==> src/rtl/mf_trigger_ctrl.sv <==
// rtl/mf_trigger_ctrl.sv - flush/fill sequencing, output qualification and threshold trigger for the matched filter chain (optional trigger counter: MF_TRIG_COUNT_EN)
module mf_trigger_ctrl #(
  parameter int OUTBITS      = 16,
  parameter int LATENCY      = 9,
  parameter int HOLDOFF_BITS = 8
) (
  input  logic                    clk_i,
  input  logic                    rst_ni,
  input  logic                    enable_i,
  input  logic                    in_valid_i,
  input  logic [OUTBITS-1:0]      thresh_i,
  input  logic [HOLDOFF_BITS-1:0] holdoff_i,
  input  logic [OUTBITS-1:0]      mf0_i,
  input  logic [OUTBITS-1:0]      mf1_i,
  output logic                    zero_o,
  output logic                    out_valid_o,
  output logic                    trig_o,
  output logic                    trig_idx_o,
  output logic [OUTBITS-1:0]      trig_val_o,
  output logic [1:0]              state_o,
  output logic [15:0]             trig_count_o
);

  localparam int CNTW = $clog2(LATENCY + 1);
  localparam logic [CNTW-1:0] CNT_MAX  = CNTW'(LATENCY);
  localparam logic [CNTW-1:0] CNT_LAST = CNTW'(LATENCY - 1);

  typedef enum logic [1:0] {
    IDLE  = 2'd0,
    FLUSH = 2'd1,
    FILL  = 2'd2,
    RUN   = 2'd3
  } state_e;

  state_e                  state_q, state_d;
  logic [CNTW-1:0]         cnt_q, cnt_d;
  logic [HOLDOFF_BITS-1:0] holdoff_q, holdoff_d;
  logic                    zero_q, zero_d;
  logic                    out_valid_q, out_valid_d;
  logic                    trig_q, trig_d;
  logic                    trig_idx_q, trig_idx_d;
  logic [OUTBITS-1:0]      trig_val_q, trig_val_d;
  logic                    hit0, hit1;

  assign hit0 = $signed(mf0_i) >= $signed(thresh_i);
  assign hit1 = $signed(mf1_i) >= $signed(thresh_i);

  // Next state and flush/fill counter; enable low overrides everything
  always_comb begin
    state_d = state_q;
    cnt_d   = cnt_q;
    if (!enable_i) begin
      state_d = IDLE;
      cnt_d   = '0;
    end else begin
      case (state_q)
        IDLE: begin
          state_d = FLUSH;
          cnt_d   = '0;
        end
        FLUSH: begin
          if (cnt_q == CNT_MAX) begin
            if (in_valid_i) begin
              state_d = FILL;
              cnt_d   = '0;
            end
          end else begin
            cnt_d = cnt_q + 1'b1;
          end
        end
        FILL: begin
          if (!in_valid_i) begin
            state_d = FLUSH;
            cnt_d   = '0;
          end else if (cnt_q == CNT_LAST) begin
            state_d = RUN;
            cnt_d   = '0;
          end else begin
            cnt_d = cnt_q + 1'b1;
          end
        end
        RUN: begin
          if (!in_valid_i) begin
            state_d = FLUSH;
            cnt_d   = '0;
          end
        end
        default: begin
          state_d = IDLE;
          cnt_d   = '0;
        end
      endcase
    end
  end

  // Threshold compare with holdoff; mf0 is earlier in time so it wins ties
  always_comb begin
    trig_d     = 1'b0;
    trig_idx_d = trig_idx_q;
    trig_val_d = trig_val_q;
    holdoff_d  = (holdoff_q != '0) ? holdoff_q - 1'b1 : holdoff_q;
    if (enable_i && (state_q == RUN) && (holdoff_q == '0) && (hit0 || hit1)) begin
      trig_d     = 1'b1;
      trig_idx_d = ~hit0;
      trig_val_d = hit0 ? mf0_i : mf1_i;
      holdoff_d  = holdoff_i;
    end
    if (!enable_i) begin
      holdoff_d = '0;
    end
  end

  // Flush and valid flags; valid only once RUN has been held across a clock
  always_comb begin
    zero_d      = (state_d == IDLE) || (state_d == FLUSH);
    out_valid_d = (state_q == RUN) && (state_d == RUN);
  end

  // State, counters and every registered output
  always_ff @(posedge clk_i or negedge rst_ni) begin
    if (!rst_ni) begin
      state_q     <= IDLE;
      cnt_q       <= '0;
      holdoff_q   <= '0;
      zero_q      <= 1'b1;
      out_valid_q <= 1'b0;
      trig_q      <= 1'b0;
      trig_idx_q  <= 1'b0;
      trig_val_q  <= '0;
    end else begin
      state_q     <= state_d;
      cnt_q       <= cnt_d;
      holdoff_q   <= holdoff_d;
      zero_q      <= zero_d;
      out_valid_q <= out_valid_d;
      trig_q      <= trig_d;
      trig_idx_q  <= trig_idx_d;
      trig_val_q  <= trig_val_d;
    end
  end

`ifdef MF_TRIG_COUNT_EN
  logic [15:0] trig_count_q;

  // Saturating trigger counter, cleared whenever the controller sits in IDLE
  always_ff @(posedge clk_i or negedge rst_ni) begin
    if (!rst_ni) begin
      trig_count_q <= '0;
    end else if (state_d == IDLE) begin
      trig_count_q <= '0;
    end else if (trig_d && (trig_count_q != 16'hFFFF)) begin
      trig_count_q <= trig_count_q + 16'd1;
    end
  end

  assign trig_count_o = trig_count_q;
`else
  assign trig_count_o = 16'h0000;
`endif

  assign zero_o      = zero_q;
  assign out_valid_o = out_valid_q;
  assign trig_o      = trig_q;
  assign trig_idx_o  = trig_idx_q;
  assign trig_val_o  = trig_val_q;
  assign state_o     = state_q;

endmodule
==> config.mk <==
export PLATFORM = sky130hd
export DESIGN_NAME = mf_trigger_ctrl
export DESIGN_NICKNAME = d
export VERILOG_FILES = /design/src/rtl/mf_trigger_ctrl.sv
export SDC_FILE = /design/constraint.sdc
export NUM_CORES = 1
export LEC_CHECK = 0
export ABC_CLOCK_PERIOD_IN_PS = 2400
export CORE_MARGIN = 2
export CORE_UTILIZATION = 46
export DETAILED_ROUTE_END_ITERATION = 7
export PLACE_DENSITY_LB_ADDON = 0.15
export SETUP_SLACK_MARGIN = 0.1
export SKIP_LAST_GASP = 1
export SYNTH_ARGS = -nofsm -noshare
export SYNTH_HDL_FRONTEND = slang
export SYNTH_SLANG_ARGS = --single-unit
==> constraint.sdc <==
create_clock -name clk_i -period 2.4 [get_ports clk_i]
set_clock_uncertainty 0.05 [all_clocks]
set_input_delay 0.36 -clock clk_i [delete_from_list [all_inputs] [get_ports clk_i]]
set_output_delay 0.36 -clock clk_i [all_outputs]
set_load 0.03 [all_outputs]
## After elaboration in Yosys (flattened, before gate mapping)

Index checks and enable logic that the tools add are counted.

| operators by class | value |
|---|---|
| add/sub/neg operators | 2 |
| equality and inequality tests | 10 |
| reduce and logical (&&, ||, !) cells | 11 |
| $lt $le $gt $ge | 2 |
| bitwise operators | 1 |
| muxes and demuxes | 19 |

Operators with widths:

| operator | number |
|---|---|
| 16-bit >= comparator | 2 |
| 4-bit two-way mux | 6 |
| 8-bit two-way mux | 3 |
| 16-bit two-way mux | 1 |
| 4-bit case mux with 4 select lines | 1 |
| 2-bit two-way mux | 6 |
| 4-bit == test (second input constant) | 2 |
| 8-bit logical NOT | 1 |
| 2-bit case mux with 4 select lines | 1 |
| 8-bit nonzero test | 1 |
| 8-bit by 1-bit subtractor with 8-bit output (second input constant) | 1 |
| 2-bit == test (second input constant) | 3 |
| 4-bit by 1-bit adder with 4-bit output (second input constant) | 1 |
| 2-bit by 1-bit == test with 1-bit output (second input constant) | 2 |
| 1-bit logical AND | 4 |
| 2-bit logical NOT | 2 |
| 4-bit != test (second input constant) | 1 |
| 3-bit by 1-bit != test with 1-bit output (second input constant) | 1 |
| 3-bit != test (second input constant) | 1 |
| 1-bit logical OR | 2 |
| 2-bit AND reduction | 1 |
| 1-bit two-way mux | 1 |
| 1-bit NOT | 1 |

| word-level totals | value |
|---|---|
| logic and storage cells | 53 |
| flip-flop bits (word level) | 34 |
| input bits | 60 |

## Depth between registers and ports, before layout

| logic depth | value |
|---|---|
| depth after elaboration | 7 |
| mapped depth | 12 |
| mapped depth without buffers | 10 |

## Least setup slack after synthesis

No wires, ideal clock.

| timing path | value |
|---|---|
| path kind | input-to-reg |
| start | input thresh_i[13] |
| end | register trig_val_q[10] (netlist: trig_val_o[10]) |
| cell stages on the path | 12 |
| arrival time | 2227 ps |
| slack | -6 ps |
| required time | 2222 ps |
| buffers on the path | 2 |
| library setup time | 128 ps |
| cells stage by stage | inv_1 -> ha_1 -> nand4_1 -> or2_1 -> a211oi_1 -> nor3_1 -> mux2_4 -> nand2b_4 -> buf_6 -> buf_6 -> o22ai_2 -> a21oi_2 |

| between the ends | value |
|---|---|
| word-level cells in the longest chain between the ends | 3 |
| elaborated cells between the ends (all ways) | 5 |
| those cells by class | order compare (2); mux (1); reduce/logical (2) |

RTL lines:

| what | RTL line | source |
|---|---|---|
| start: declaration | 11 | `input logic [OUTBITS-1:0] thresh_i,` |
| 16-bit >= comparator, on equally long branches | 45, 46 |  |
| 1-bit logical OR | 102 | `if (enable_i && (state_q == RUN) && (holdoff_q == '0) && (hit0 \|\| hit1)) begin` |
| 1-bit logical AND | 102 |  |
| end signal: assignment | 138 | `trig_val_q <= trig_val_d;` |
| end: declaration | 42 | `logic [OUTBITS-1:0] trig_val_q, trig_val_d;` |

Several ways; a longest one is shown, not always the timed one.
A chain may end at the register's enable or synchronous reset.

## Final worst setup path

| timing path | value |
|---|---|
| start | input mf1_i[4] |
| end | register trig_val_q[9] (netlist: trig_val_o[9]) |

| between the ends | value |
|---|---|
| word-level cells in the longest chain between the ends | 3 |

RTL lines:

| what | RTL line | source |
|---|---|---|
| start: declaration | 14 | `input logic [OUTBITS-1:0] mf1_i,` |
| 16-bit >= comparator | 46 | `assign hit1 = $signed(mf1_i) >= $signed(thresh_i);` |
| 1-bit logical OR | 102 |  |
| 1-bit logical AND | 102 |  |

No other way between the ends.

==> metrics.log <==
[metrics] post-route cell area: 4440 um2
[metrics] port buffer count: 81
[metrics] post-DR vias/cell: 5.32
[metrics] Setup WS pre-CTS: -641 ps
[metrics] number of endpoints with negative hold slack in the final report: 0
[metrics] die area: 6620 um2
[metrics] cell count after synthesis: 297
[metrics] Site Rows: 28
[metrics] via count: 2687
[metrics] first-pass GRT wire length: 12400 um
[metrics] critical path fanouts, max: 7
[metrics] hold slack final: 354 ps
[metrics] most numerous cell in the Yosys netlist: sky130_fd_sc_hd__ha_1
[metrics] number of remaining DRC errors: 0
[metrics] R2R depth: 9
[metrics] NumNets Final: 531
[metrics] primary flip-flop cell chosen by synthesis mapping: sky130_fd_sc_hd__dfrtp_1
[metrics] kind of end point of the critical path: flip-flop
[metrics] Cell Area, Synth: 2750 um2
[metrics] # fillers: 399
[metrics] Total Wirelength: 8230 um
[metrics] Peak supply drop: 312 uV
[metrics] register clock-pin slew on the reported worst setup and hold paths: 70 ps
[metrics] worst reg-to-reg setup slack: 340 ps
[metrics] setup total negative slack: 0 ps
[metrics] signal arrival time at the worst endpoint: 2460 ps
[metrics] startpoint of the most critical hold path: mf1_i[1]
[metrics] TritonCTS Buffers: 5
[metrics] number of DRC markers in iteration 0: 108
[metrics] core outline area: 5850 um2
[metrics] commonest cells in the netlist: sky130_fd_sc_hd__ha_1, sky130_fd_sc_hd__dfrtp_1, sky130_fd_sc_hd__inv_1
[metrics] status: finished clean
[metrics] die boundary height: 81.4 um
[metrics] setup repair after global routing missed its margin: yes
[metrics] remaining antenna violation count after routing: 0
[metrics] GR Overflow Total: 0
[metrics] TritonRoute pass-1 iters: 4
[metrics] worst reg2reg startpoint: holdoff_q[0]
[metrics] Hold Path Class: input pin to flip-flop
[metrics] largest net degree at the start of global routing: 35
[metrics] width of the die: 81.4 um
[metrics] average routed wire per standard cell: 16.3 um
[metrics] top cells by area in the synthesized netlist: sky130_fd_sc_hd__dfrtp_1, sky130_fd_sc_hd__ha_1, sky130_fd_sc_hd__o22ai_2
[metrics] syn avg cell area: 9.27 um2
[metrics] setup violation total in the final timing report: 0
[metrics] cell total after placement: 482
[metrics] distinct cell type count after synthesis: 52
[metrics] io pins: 98
[metrics] CTS H-Tree Depth: 2
[metrics] share of Yosys cell area claimed by the top area cell type: 30.0%
[metrics] total power divided by cell area: 431 nW/um2
[metrics] Period Utilization, post-route: 95.9%
[metrics] Worst Hold Endpoint: trig_val_o[1]
[metrics] top achievable clock speed: 435 MHz
[metrics] post-synthesis sequential element count: 34
[metrics] clock sink total: 34
[metrics] utilization of the core after routing: 75.9%
[metrics] placed instance area: 3860 um2
[metrics] post-cts hold buffer count: 0
[metrics] number of cells on the worst hold path: 3
[metrics] cell at the root of the clock tree: sky130_fd_sc_hd__clkbuf_8
[metrics] final worst path period need: 2300 ps
[metrics] gp weighted congestion: 0.851
[metrics] post-synthesis cell type with the largest combined area: sky130_fd_sc_hd__dfrtp_1
[metrics] HPWL after detailed placement: 5670 um
[metrics] async set-or-reset flop fraction in the synthesized netlist: 100%
[metrics] fraction of the yosys area taken by sequential cells: 30.9%
[metrics] Post-synth EDFFs: 0
[metrics] global-route usage over all layers: 24.5%
[metrics] Clock Path Buffers: 2
[metrics] kind of critical path: input pin to flip-flop
[metrics] antenna violations before repair: 0
[metrics] warning count from the yosys run: 0
[metrics] category of the worst setup path launch point: input pin
[metrics] Max Transition Viols Final: 0
[metrics] initial standard-cell utilization of the core: 47.1%
[metrics] P&R area growth vs syn: 61.2%
[metrics] number of standard cells in the final layout excluding fillers: 505
[metrics] capturing point of the worst reg2reg path: trig_val_o[9]
[metrics] number of maximum-capacitance violations: 0
[metrics] layout cells sized above 1: 40.7%
[metrics] number of diodes added for antenna fixing: 0
[metrics] fin worst setup slack: 99.1 ps
[metrics] total power: 1.91 mW
[metrics] worst endpoint required time: 2560 ps
[metrics] insertion delay to the later sink of the worst-skew pair: 280 ps
[metrics] clock tree from TritonCTS: done
[metrics] static leakage: 2.04 nW
[metrics] vias in the first global route: 2658
-- layout make-up --
class                   count  area (um2)  share of cell area (%)
inverters                  26         108                    2.42
clock buffers               6        72.6                    1.64
clock inverters             1        7.51                   0.169
repair buffers            135        1180                    26.6
multi-input cells         228        2120                    47.8
well taps                  75        93.8                    2.11
flip-flops and latches     34         852                    19.2
-- registers in the layout, summed over array words and instances, names as in the netlist --
name	flops
trig_idx_o	1
out_valid_o	1
zero_o	1
state_o	2
trig_val_o	16
trig_o	1
cnt_q	4
holdoff_q	8
-- routing by layer --
metal  global-route usage [%]  wire length (um)  vias up
met1                     30.7              3420     1279
li1                         -                 -     1294
met3                     5.11               448       16
met4                     8.31               166        0
met2                     41.9              4190       98
met5                        0                 0        -
-- report_power, final --
group / leakage [nW] / switching (mW) / total [mW] / internal [mW]
sequential: 0.464 / 0.0426 / 0.661 / 0.619
clock: 0.0373 / 0.200 / 0.399 / 0.199
combinational: 1.54 / 0.425 / 0.854 / 0.429
total: 2.04 / 0.667 / 1.91 / 1.25
-- worst max path at each step --
stage | cells past startpoint | slack [ps] | from | endpoint
detailed placement | 12 | -640 | thresh_i[14] | holdoff_q[0]
global route | 11 | 10 | mf1_i[4] | trig_val_o[5]
CTS | 12 | 100 | thresh_i[9] | holdoff_q[0]
floorplan | 12 | 100 | thresh_i[9] | trig_val_o[10]
global placement | 12 | -650 | thresh_i[13] | holdoff_q[0]
finish | 11 | 100 | mf1_i[4] | trig_val_o[9]
-- timing repair --
item	4_1_cts	5_1_grt
resized for setup	126	70
endpoints found under the setup margin	26	24
gates cloned	1	1
setup buffers	11	3
pin swaps	32	23
-- kinds of logic (layout without fill, tap and decap cells) --
group | Yosys count | in the layout | synth area share, %
adder cells (fa/ha/maj) | 41 | 41 | 18.6
multiplexers | 2 | 2 | 0.909
flip-flops | 34 | 34 | 30.9
AND/OR/NAND/NOR | 83 | 84 | 15.1
other | 1 | 16 | 0.136
AO/OA/AOI/OAI | 79 | 79 | 21.8
XOR/XNOR | 6 | 6 | 1.91
buffers and inverters | 51 | 168 | 10.6
-- placed cells by master, fill, tap and decap left out, drive strengths merged, types with 4 or more instances in the layout --
cell type      count
a21oi             27
clkdlybuf4s50     33
clkbuf            18
ha                41
conb              16
dfrtp             33
inv               26
o22ai             17
buf               67
nand3             12
nor2              21
nor3               6
o21ai             13
dlygate4sd2       17
nand4              6
nand2             22
dlymetal6s2s       4
-- critical path, cell delays in order --
cell and delay (ps):
sky130_fd_sc_hd__dlygate4sd2_1 270, sky130_fd_sc_hd__ha_1 300, sky130_fd_sc_hd__nand4_1 160, sky130_fd_sc_hd__buf_4 190, sky130_fd_sc_hd__nor3_4 160, sky130_fd_sc_hd__a2111oi_2 70
sky130_fd_sc_hd__mux2_4 300, sky130_fd_sc_hd__a21oi_4 290, sky130_fd_sc_hd__buf_4 210, sky130_fd_sc_hd__nor2_2 50, sky130_fd_sc_hd__a21oi_2 100
(Power assumes the default switching activity.)
